**src/rtl/uart_pkg.sv**
```systemverilog
// uart_pkg: byte width and drain FSM states shared by the UART TX/RX buffers
package uart_pkg;
    localparam int BYTE_W = 8;
    typedef enum logic [1:0] {IDLE, ISSUE, WAIT_BUSY, WAIT_DONE} tx_state_e;
endpackage

```
**src/rtl/uart_tx_buffer_if.sv**
```systemverilog
// uart_tx_buffer_if: host push handshake, status and transmitter-side signals
interface uart_tx_buffer_if import uart_pkg::*; #(parameter int DEPTH = 16);
    logic [BYTE_W-1:0]      wr_data;
    logic                   wr_valid;
    logic                   wr_ready;
    logic                   flush;
    logic [$clog2(DEPTH):0] count;
    logic                   overflow;
    logic [BYTE_W-1:0]      tx_data;
    logic                   tx_wr_en;
    logic                   tx_rdy;
    modport slave (input wr_data, wr_valid, flush, tx_rdy,
                   output wr_ready, count, overflow, tx_data, tx_wr_en);
    modport master (output wr_data, wr_valid, flush, tx_rdy,
                    input wr_ready, count, overflow, tx_data, tx_wr_en);
endinterface

```
**src/rtl/sync_fifo.sv**
```systemverilog
// sync_fifo: power-of-two synchronous FIFO with registered count and flush
module sync_fifo #(
    parameter int DEPTH = 16,
    parameter int WIDTH = 8,
    localparam int ADDR_W = $clog2(DEPTH)
) (
    input  logic              clk,
    input  logic              rst_n,
    input  logic              push_i,
    input  logic              pop_i,
    input  logic              flush_i,
    input  logic [WIDTH-1:0]  wr_data_i,
    output logic [WIDTH-1:0]  rd_data_o,
    output logic [ADDR_W:0]   count_o,
    output logic              full_o,
    output logic              empty_o
);
    logic [WIDTH-1:0]  mem_q [DEPTH];
    logic [ADDR_W-1:0] wr_ptr_q, rd_ptr_q;
    logic [ADDR_W:0]   count_q;
    logic              do_push, do_pop;

    assign full_o    = count_q == (ADDR_W+1)'(DEPTH);
    assign empty_o   = count_q == '0;
    assign do_push   = push_i && !full_o && !flush_i;
    assign do_pop    = pop_i && !empty_o && !flush_i;
    assign rd_data_o = mem_q[rd_ptr_q];
    assign count_o   = count_q;

    // storage is written on accepted pushes only and is never reset
    always_ff @(posedge clk)
        if (do_push) mem_q[wr_ptr_q] <= wr_data_i;

    // pointers wrap naturally at DEPTH; flush wins over a same-cycle push/pop
    always_ff @(posedge clk or negedge rst_n)
        if (!rst_n) begin
            wr_ptr_q <= '0;
            rd_ptr_q <= '0;
            count_q  <= '0;
        end else if (flush_i) begin
            wr_ptr_q <= '0;
            rd_ptr_q <= '0;
            count_q  <= '0;
        end else begin
            if (do_push) wr_ptr_q <= wr_ptr_q + 1'b1;
            if (do_pop) rd_ptr_q <= rd_ptr_q + 1'b1;
            count_q <= count_q + (ADDR_W+1)'(do_push) - (ADDR_W+1)'(do_pop);
        end
endmodule

```
**src/rtl/uart_tx_buffer.sv**
```systemverilog
// uart_tx_buffer: byte FIFO drained one byte at a time into a UART transmitter
module uart_tx_buffer import uart_pkg::*; #(
    parameter int DEPTH        = 16,
    parameter int BUSY_TIMEOUT = 4
) (
    input logic               clk,
    input logic               rst_n,
    uart_tx_buffer_if.slave   bus
);
    localparam int TMR_W = $clog2(BUSY_TIMEOUT + 1);

    tx_state_e         state_q, state_d;
    logic [TMR_W-1:0]  tmr_q, tmr_d;
    logic [BYTE_W-1:0] tx_data_q, fifo_rd_data;
    logic              tx_wr_en_q, overflow_q, pop, full, empty;

    sync_fifo #(.DEPTH(DEPTH), .WIDTH(BYTE_W)) u_fifo (
        .clk       (clk),
        .rst_n     (rst_n),
        .push_i    (bus.wr_valid),
        .pop_i     (pop),
        .flush_i   (bus.flush),
        .wr_data_i (bus.wr_data),
        .rd_data_o (fifo_rd_data),
        .count_o   (bus.count),
        .full_o    (full),
        .empty_o   (empty)
    );

    assign bus.wr_ready = !full;
    assign bus.overflow = overflow_q;
    assign bus.tx_data  = tx_data_q;
    assign bus.tx_wr_en = tx_wr_en_q;

    // drain FSM: pop on IDLE->ISSUE, pulse once, then wait for the transmitter
    always_comb begin
        state_d = state_q;
        tmr_d   = tmr_q;
        pop     = 1'b0;
        case (state_q)
            IDLE: if (!empty && bus.tx_rdy) begin
                state_d = ISSUE;
                pop     = 1'b1;
            end
            ISSUE: begin
                state_d = WAIT_BUSY;
                tmr_d   = '0;
            end
            WAIT_BUSY:
                if (!bus.tx_rdy) state_d = WAIT_DONE;
                else if (tmr_q == TMR_W'(BUSY_TIMEOUT - 1)) state_d = IDLE;
                else tmr_d = tmr_q + 1'b1;
            WAIT_DONE: if (bus.tx_rdy) state_d = IDLE;
            default: state_d = IDLE;
        endcase
    end

    // registered FSM state, strobe, held output byte and sticky overflow
    always_ff @(posedge clk or negedge rst_n)
        if (!rst_n) begin
            state_q    <= IDLE;
            tmr_q      <= '0;
            tx_wr_en_q <= 1'b0;
            tx_data_q  <= '0;
            overflow_q <= 1'b0;
        end else begin
            state_q    <= state_d;
            tmr_q      <= tmr_d;
            tx_wr_en_q <= state_d == ISSUE;
            if (pop) tx_data_q <= fifo_rd_data;
            overflow_q <= bus.flush ? 1'b0 : overflow_q | (bus.wr_valid && full);
        end
endmodule

```
**src/flat_wrapper.sv**
```systemverilog
// flat-port wrapper written by rule: the top's interface ports become plain ports
module uart_tx_buffer_flat import uart_pkg::*;
#(
    parameter int DEPTH        = 16,
    parameter int BUSY_TIMEOUT = 4
)
  (clk, rst_n, bus_wr_data, bus_wr_valid, bus_flush, bus_tx_rdy, bus_wr_ready, bus_count, bus_overflow, bus_tx_data, bus_tx_wr_en);
  uart_tx_buffer_if #(.DEPTH(DEPTH)) bus_i ();
  input logic clk;
  input logic rst_n;
  input wire logic [$bits(bus_i.wr_data)-1:0] bus_wr_data;
  input wire logic [$bits(bus_i.wr_valid)-1:0] bus_wr_valid;
  input wire logic [$bits(bus_i.flush)-1:0] bus_flush;
  input wire logic [$bits(bus_i.tx_rdy)-1:0] bus_tx_rdy;
  output wire logic [$bits(bus_i.wr_ready)-1:0] bus_wr_ready;
  output wire logic [$bits(bus_i.count)-1:0] bus_count;
  output wire logic [$bits(bus_i.overflow)-1:0] bus_overflow;
  output wire logic [$bits(bus_i.tx_data)-1:0] bus_tx_data;
  output wire logic [$bits(bus_i.tx_wr_en)-1:0] bus_tx_wr_en;
  assign bus_i.wr_data = bus_wr_data;
  assign bus_i.wr_valid = bus_wr_valid;
  assign bus_i.flush = bus_flush;
  assign bus_i.tx_rdy = bus_tx_rdy;
  assign bus_wr_ready = bus_i.wr_ready;
  assign bus_count = bus_i.count;
  assign bus_overflow = bus_i.overflow;
  assign bus_tx_data = bus_i.tx_data;
  assign bus_tx_wr_en = bus_i.tx_wr_en;
  uart_tx_buffer #(.DEPTH(DEPTH), .BUSY_TIMEOUT(BUSY_TIMEOUT)) u_core (.clk(clk), .rst_n(rst_n), .bus(bus_i));
endmodule
```
**config.mk**
```make
export PLATFORM = sky130hd
export DESIGN_NAME = uart_tx_buffer_flat
export DESIGN_NICKNAME = d
export VERILOG_FILES = /design/src/rtl/uart_pkg.sv /design/src/rtl/uart_tx_buffer_if.sv /design/src/rtl/sync_fifo.sv /design/src/rtl/uart_tx_buffer.sv /design/src/flat_wrapper.sv
export SDC_FILE = /design/constraint.sdc
export NUM_CORES = 1
export LEC_CHECK = 0
export ABC_CLOCK_PERIOD_IN_PS = 6500
export BUFFER_PORTS_ARGS = -buffer_cell sky130_fd_sc_hd__buf_2
export CORE_UTILIZATION = 35
export DETAILED_ROUTE_END_ITERATION = 10
export GPL_TIMING_DRIVEN = 1
export SETUP_SLACK_MARGIN = 0.3
export SYNTH_ARGS = -nofsm -noshare
export SYNTH_HDL_FRONTEND = slang
export SYNTH_HIERARCHICAL = 1
export SYNTH_SLANG_ARGS = --single-unit
```
**constraint.sdc**
```tcl
create_clock -name clk -period 6.5 [get_ports clk]
set_clock_uncertainty 0.2 [all_clocks]
set_input_delay 0.975 -clock clk [delete_from_list [all_inputs] [get_ports clk]]
set_output_delay 0.975 -clock clk [all_outputs]
set_load 0.05 [all_outputs]
```
Word level (Yosys, flattened, before mapping) --
Memories as Yosys holds them, arrays and structs flattened. A register that Yosys moved wholly into a read port is not among the register bits. Cells that the tools add are included.
Word-level totals: register bits 20, memories kept 1, output and inout port bits 16, RAM bits 128, logic and storage cells 56
Cells by class: reductions and logical operators 16, add/subtract/negate cells 5, bitwise gates (word level) 1, eq/ne operators 8, multiplexer cells 18
Memory list:
- u_core.u_fifo.mem_q | words 16, width 8, read ports 1, clocked after memory_dff 1, write ports 1, line sync_fifo.sv:18 | logic [WIDTH-1:0] mem_q [DEPTH];
Operators by type and width (count):
- $mux W4 | 4
- $add A4 B1 Y4 const B | 2
- $mux W2 | 4
- $pmux W2 S4 | 1
- $logic_and A1 B1 Y1 | 6
- $mux W3 | 2
- $pmux W3 S2 | 1
- $reduce_bool A2 Y1 | 3
- $add A5 B1 Y5 | 1
- $eq A5 B5 Y1 const B | 1
- $logic_not A5 Y1 | 1
- $mux W1 | 5
- $mux W5 | 1
- $sub A5 B1 Y5 | 1
- $eq A2 B1 Y1 const B | 2
- $eq A2 B2 Y1 const B | 2
- $logic_not A1 Y1 | 4
- $ne A2 B2 Y1 const B | 2
- $add A3 B1 Y3 const B | 1
- $eq A3 B2 Y1 const B | 1
- $reduce_and A3 Y1 | 1
- $logic_not A2 Y1 | 1
- $or A1 B1 Y1 | 1

Longest topological paths before layout --
depth in word-level cells 9, gate-level depth with buffers 16, gate-level depth less buffers 16

Modules after synthesis --
The synthesis kept the hierarchy.
By module, submodules not included:
- sync_fifo | area each 5894.4 um^2, seq. area each 4169.0 um^2, times used 1, cells an instance 339
- uart_tx_buffer | area each 658.1 um^2, seq. area each 375.4 um^2, times used 1, cells an instance 49

Least setup slack after synthesis --
OpenSTA, ideal clock, no wires.
kind flip-flop to flip-flop, from register u_core.u_fifo.count_q[2], in the netlist u_core/u_fifo/count_o[2], to register u_core.u_fifo.count_q[4], in the netlist u_core/u_fifo/count_o[4], data arrival time 3.171 ns, setup slack 3.041 ns, data required time 6.212 ns, buffers on the path 0, period minus slack after synthesis 3.459 ns, stages on the path, launching flop included 17, cell sequence dfrtp_1 inv_1 ha_1 or4b_4 inv_1 nor4_1 nand2_1 nor2_1 ha_1 inv_1 ha_1 inv_1 fa_1 nor2b_1 o21bai_1 nand3_1 nor3b_1
On the way: longest elaborated chain between the ends 9, elaborated cells on any way between the ends 14, those cells by class add/sub: 2; eq/ne: 1; mux: 3; reduce/logical: 8
Ends and longest elaborated chain:
- start: declaration | line sync_fifo.sv:20 | logic [ADDR_W:0] count_q;
- start signal: assignment | line sync_fifo.sv:47 | count_q <= count_q + (ADDR_W+1)'(do_push) - (ADDR_W+1)'(do_pop);
- $logic_not A5 Y1 | line sync_fifo.sv:24 | assign empty_o = count_q == '0;
- via u_core.empty | line uart_tx_buffer.sv:15 | logic tx_wr_en_q, overflow_q, pop, full, empty;
- $logic_not A1 Y1 | line uart_tx_buffer.sv:41 | IDLE: if (!empty && bus.tx_rdy) begin
- $logic_and A1 B1 Y1 | line uart_tx_buffer.sv:41
- $mux W1 | line uart_tx_buffer.sv:41
- $mux W1 | line uart_tx_buffer.sv:40 | case (state_q)
- via u_core.pop | line uart_tx_buffer.sv:15
- $logic_and A1 B1 Y1 (2 in a row) | line sync_fifo.sv:26 | assign do_pop = pop_i && !empty_o && !flush_i;
- $sub A5 B1 Y5 | line sync_fifo.sv:47
- $mux W5 | line sync_fifo.sv:40 | end else if (flush_i) begin
The timed path passes the listed nets, and every way through them passes these cells. A chain may end at the register's enable or synchronous reset.

Worst setup path after layout --
from register u_core.u_fifo.count_q[3], in the netlist u_core/u_fifo/count_o[3], to register u_core.u_fifo.count_q[4], in the netlist u_core/u_fifo/count_o[4]
Same word-level chain as after synthesis.

==> impl_metrics.ini <==
[power_and_ir_drop]
seqPwrFrac_pct = 46.2
p_switching_uw = 769
power_density_nw_per_um2 = 351
power.leakage_nw = 2.55
p_int_mw = 1.84
total_power_mw = 2.61
power_frac_comb_pct = 18.0
switching_share_pct = 29.4
p_clk_share_pct = 35.8
peakVddDrop_mv = 0.231

[floorplan]
die_height_um = 139
core_um2 = 18100
die_area_um2 = 19300
start_util_pct = 36.1
die_width_um = 139
std_cell_rows = 49
io-pin-count = 29

[status]
outcome = completed

[setup_path]
crit_fanout = 5
cp.required_ns = 6.63
critPathKind = reg -> reg
worstPathCellList = inv_1 > ha_1 > or4b_4 > inv_1 > nor4_1 > nand2_1 > nor2_1 > ha_1 > inv_1 > ha_1 > inv_1 > fa_1 > nor2b_1 > o21bai_1 > nand3_1 > nor3b_1
crit_arrival_ns = 3.60
cpPeakStageDelay_ns = 0.45
r2r_slack_ns = 3.03
cpMaxStageDelayCell = nor4_1
cp_top_family = simple AND/OR/NAND/NOR gates
path_common_cell = inv_1
end_kind = register
critPathBufInv = 4
start_kind = register

[drt]
routedWlPerCell_um = 19.6
drc = 0
ant_nets = 0
dr.first_iter.drc_count = 262
wl_mm = 13.0
viasPerCell = 5.12
vias = 3403
firstDrtPassIters = 4

[final_layout]
nets = 450
diodes = 0
drive_above_1_share_pct = 24.1
final_cell_mix = 128 x edfxtp_1, 32 x mux2i_1, 28 x buf_2
fin_area_um2 = 7440
final_common_cell = edfxtp_1
area_delta_synth_final_pct = 13.6

[clock_tree]
cts_tree = built
h-tree-depth = 4
cts_resized = 0
cts_setup_buffers = 0
cts_max_path_buffers = 2
root_buffer = clkbuf_16
cts_num_sinks = 156
numCtsBuffers = 17
clkLatencyLatePin_ns = 0.42
cts_hold_buffers = 0
clk_pin_slew_ns = 0.06

[logic_synthesis]
avgSynthCellArea_um2 = 16.9
synthTopCellsByArea = edfxtp_1 59%, dfrtp_1 11%, mux4_2 5.5%, mux2i_1 4.9%, ha_1 2.5%
syn_nets = 415
synth_warnings = 6
synth-seq-cells = 156
synth_top_area_share_pct = 58.7
synth-edff-count = 128
yosysSeqAreaShare_pct = 69.4
synth_ff_type = edfxtp_1
synth.cell_area_um2 = 6550
synth-async-reset-ratio_pct = 17.9
synth_largest_area_cell = edfxtp_1
netlist-cell-type-count = 45
synthCells = 388

[sta]
timing.final.ws_setup_ns = 3.03
worst_pin_slew_ns = 1.02
rsz0062_at_grt = no
fin_crit_sh_pct = 53.3
fmax_mhz = 288
slew_violations = 0
post-route-min-period_ns = 3.47
slew_headroom_pct = 32.1
setup_tns_ns = 0
hold_violations = 0
final-setup-viol-count = 0

[placement]
postPlaceCellArea_um2 = 6880
portBuffers = 28
dp_slack_ns = 2.78
dp_hpwl_mm = 8.32
gp_congestion = 0.761

[grt]
grtUsageTotal_pct = 14.5
grt_pass1_wl_mm = 20.3
overflow = 0
first_global_vias = 3445
grt_max_degree = 38
antenna_found_initial = 0

[min_path]
hold_path_class = reg -> reg

[run]
maxCapViolations = 0
-- Yosys cell counts, types with 3 or more instances --
cell type,count
a22o_1,3
xnor2_1,3
dfrtp_1,28
xor2_1,5
o21ai_0,9
nor2b_1,4
mux2i_1,32
inv_1,15
a221oi_2,9
a22oi_1,8
a21oi_1,5
nor2_1,22
mux4_2,16
ha_1,13
a221oi_1,7
nor3_1,5
edfxtp_1,128
nand2_1,19
clkbuf_1,5
buf_6,10
mux2_2,8
nand3_1,6
-- per-layer routing --
layer | GRT usage, % | wire, um | part of all wire (%) | vias up
li1 | - | - | - | 1575
met1 | 19.4 | 6110 | 47 | 1754
met2 | 22.8 | 6270 | 48 | 64
met3 | 3.63 | 489 | 3.8 | 10
met4 | 5.26 | 161 | 1.2 | 0
met5 | 0 | 0 | 0 | -
-- metrics by stage --
step	hold slack, ns	instances	utilization [%]
global route	0.321	665	41.0
detailed placement	0.284	633	37.9
finish	0.294	665	41.0
floorplan	0.296	388	-
global placement	0.278	633	37.9
CTS	0.300	665	41.0
-- registers in the layout, summed over array words and instances, names as in the netlist --
| name | cells |
|---|---|
| u_core/u_fifo/mem_q | 128 |
| u_core/bus.tx_data | 8 |
| u_core/u_fifo/count_o | 5 |
| u_core/u_fifo/rd_ptr_q | 4 |
| u_core/u_fifo/wr_ptr_q | 4 |
| u_core/tmr_q | 3 |
| u_core/state_q | 2 |
| u_core/bus.overflow | 1 |
| u_core/bus.tx_wr_en | 1 |
-- kinds of logic after synthesis --
logic type | count (synthesis) | synth area share, %
AO/OA/AOI/OAI | 49 | 6.32
adder cells (fa/ha/maj) | 14 | 2.79
flip-flops | 156 | 69.4
buffers and inverters | 36 | 3.36
AND/OR/NAND/NOR | 69 | 5.35
multiplexers | 56 | 11.8
XOR/XNOR | 8 | 1.07
-- worst register-to-register path, cell delays in order (launching register included) --
cell and delay (ns):
dfrtp_1 0.38, inv_1 0.08, ha_1 0.19, or4b_4 0.23, inv_1 0.08, nor4_1 0.45
nand2_1 0.22, nor2_1 0.14, ha_1 0.24, inv_1 0.05, ha_1 0.16, inv_1 0.06
fa_1 0.37, nor2b_1 0.16, o21bai_1 0.10, nand3_1 0.08, nor3b_1 0.19
-- power groups by stage --
stage	combinational, mW	clock [mW]	sequential (mW)
6_report	0.471	0.936	1.21
5_1_grt	0.507	0.994	1.22
4_1_cts	0.476	0.958	1.21
3_5_place_dp	0.476	0	1.23
3_3_place_gp	0.466	0	1.22
2_1_floorplan	0.259	0	1.33
-- path summary, 6_finish.rpt --
check | endpoint | start | cells after the start
worst max-delay path | u_core/u_fifo/count_o[4]$_DFF_PN0_ | u_core/u_fifo/count_o[3]$_DFF_PN0_ | 16
worst min-delay path | u_core/bus.overflow$_DFF_PN0_ | u_core/bus.overflow$_DFF_PN0_ | 2
worst max register to register | u_core/u_fifo/count_o[4]$_DFF_PN0_ | u_core/u_fifo/count_o[3]$_DFF_PN0_ | 16
worst min register to register | u_core/bus.overflow$_DFF_PN0_ | u_core/bus.overflow$_DFF_PN0_ | 2
max in group asynchronous | u_core/u_fifo/rd_ptr_q[0]$_DFFE_PN0P_ | rst_n | 1
min in group asynchronous | u_core/state_q[0]$_DFF_PN0_ | rst_n | 1
-- layout make-up --
type | count | area, um^2
clock inverters | 15 | 139
flip-flops and latches | 156 | 4550
inverters | 17 | 63.8
well taps | 229 | 287
repair buffers | 35 | 193
fillers | 1650 | 10700
clock buffers | 17 | 425
multi-input cells | 196 | 1790
Power figures use the tool's default switching activity.
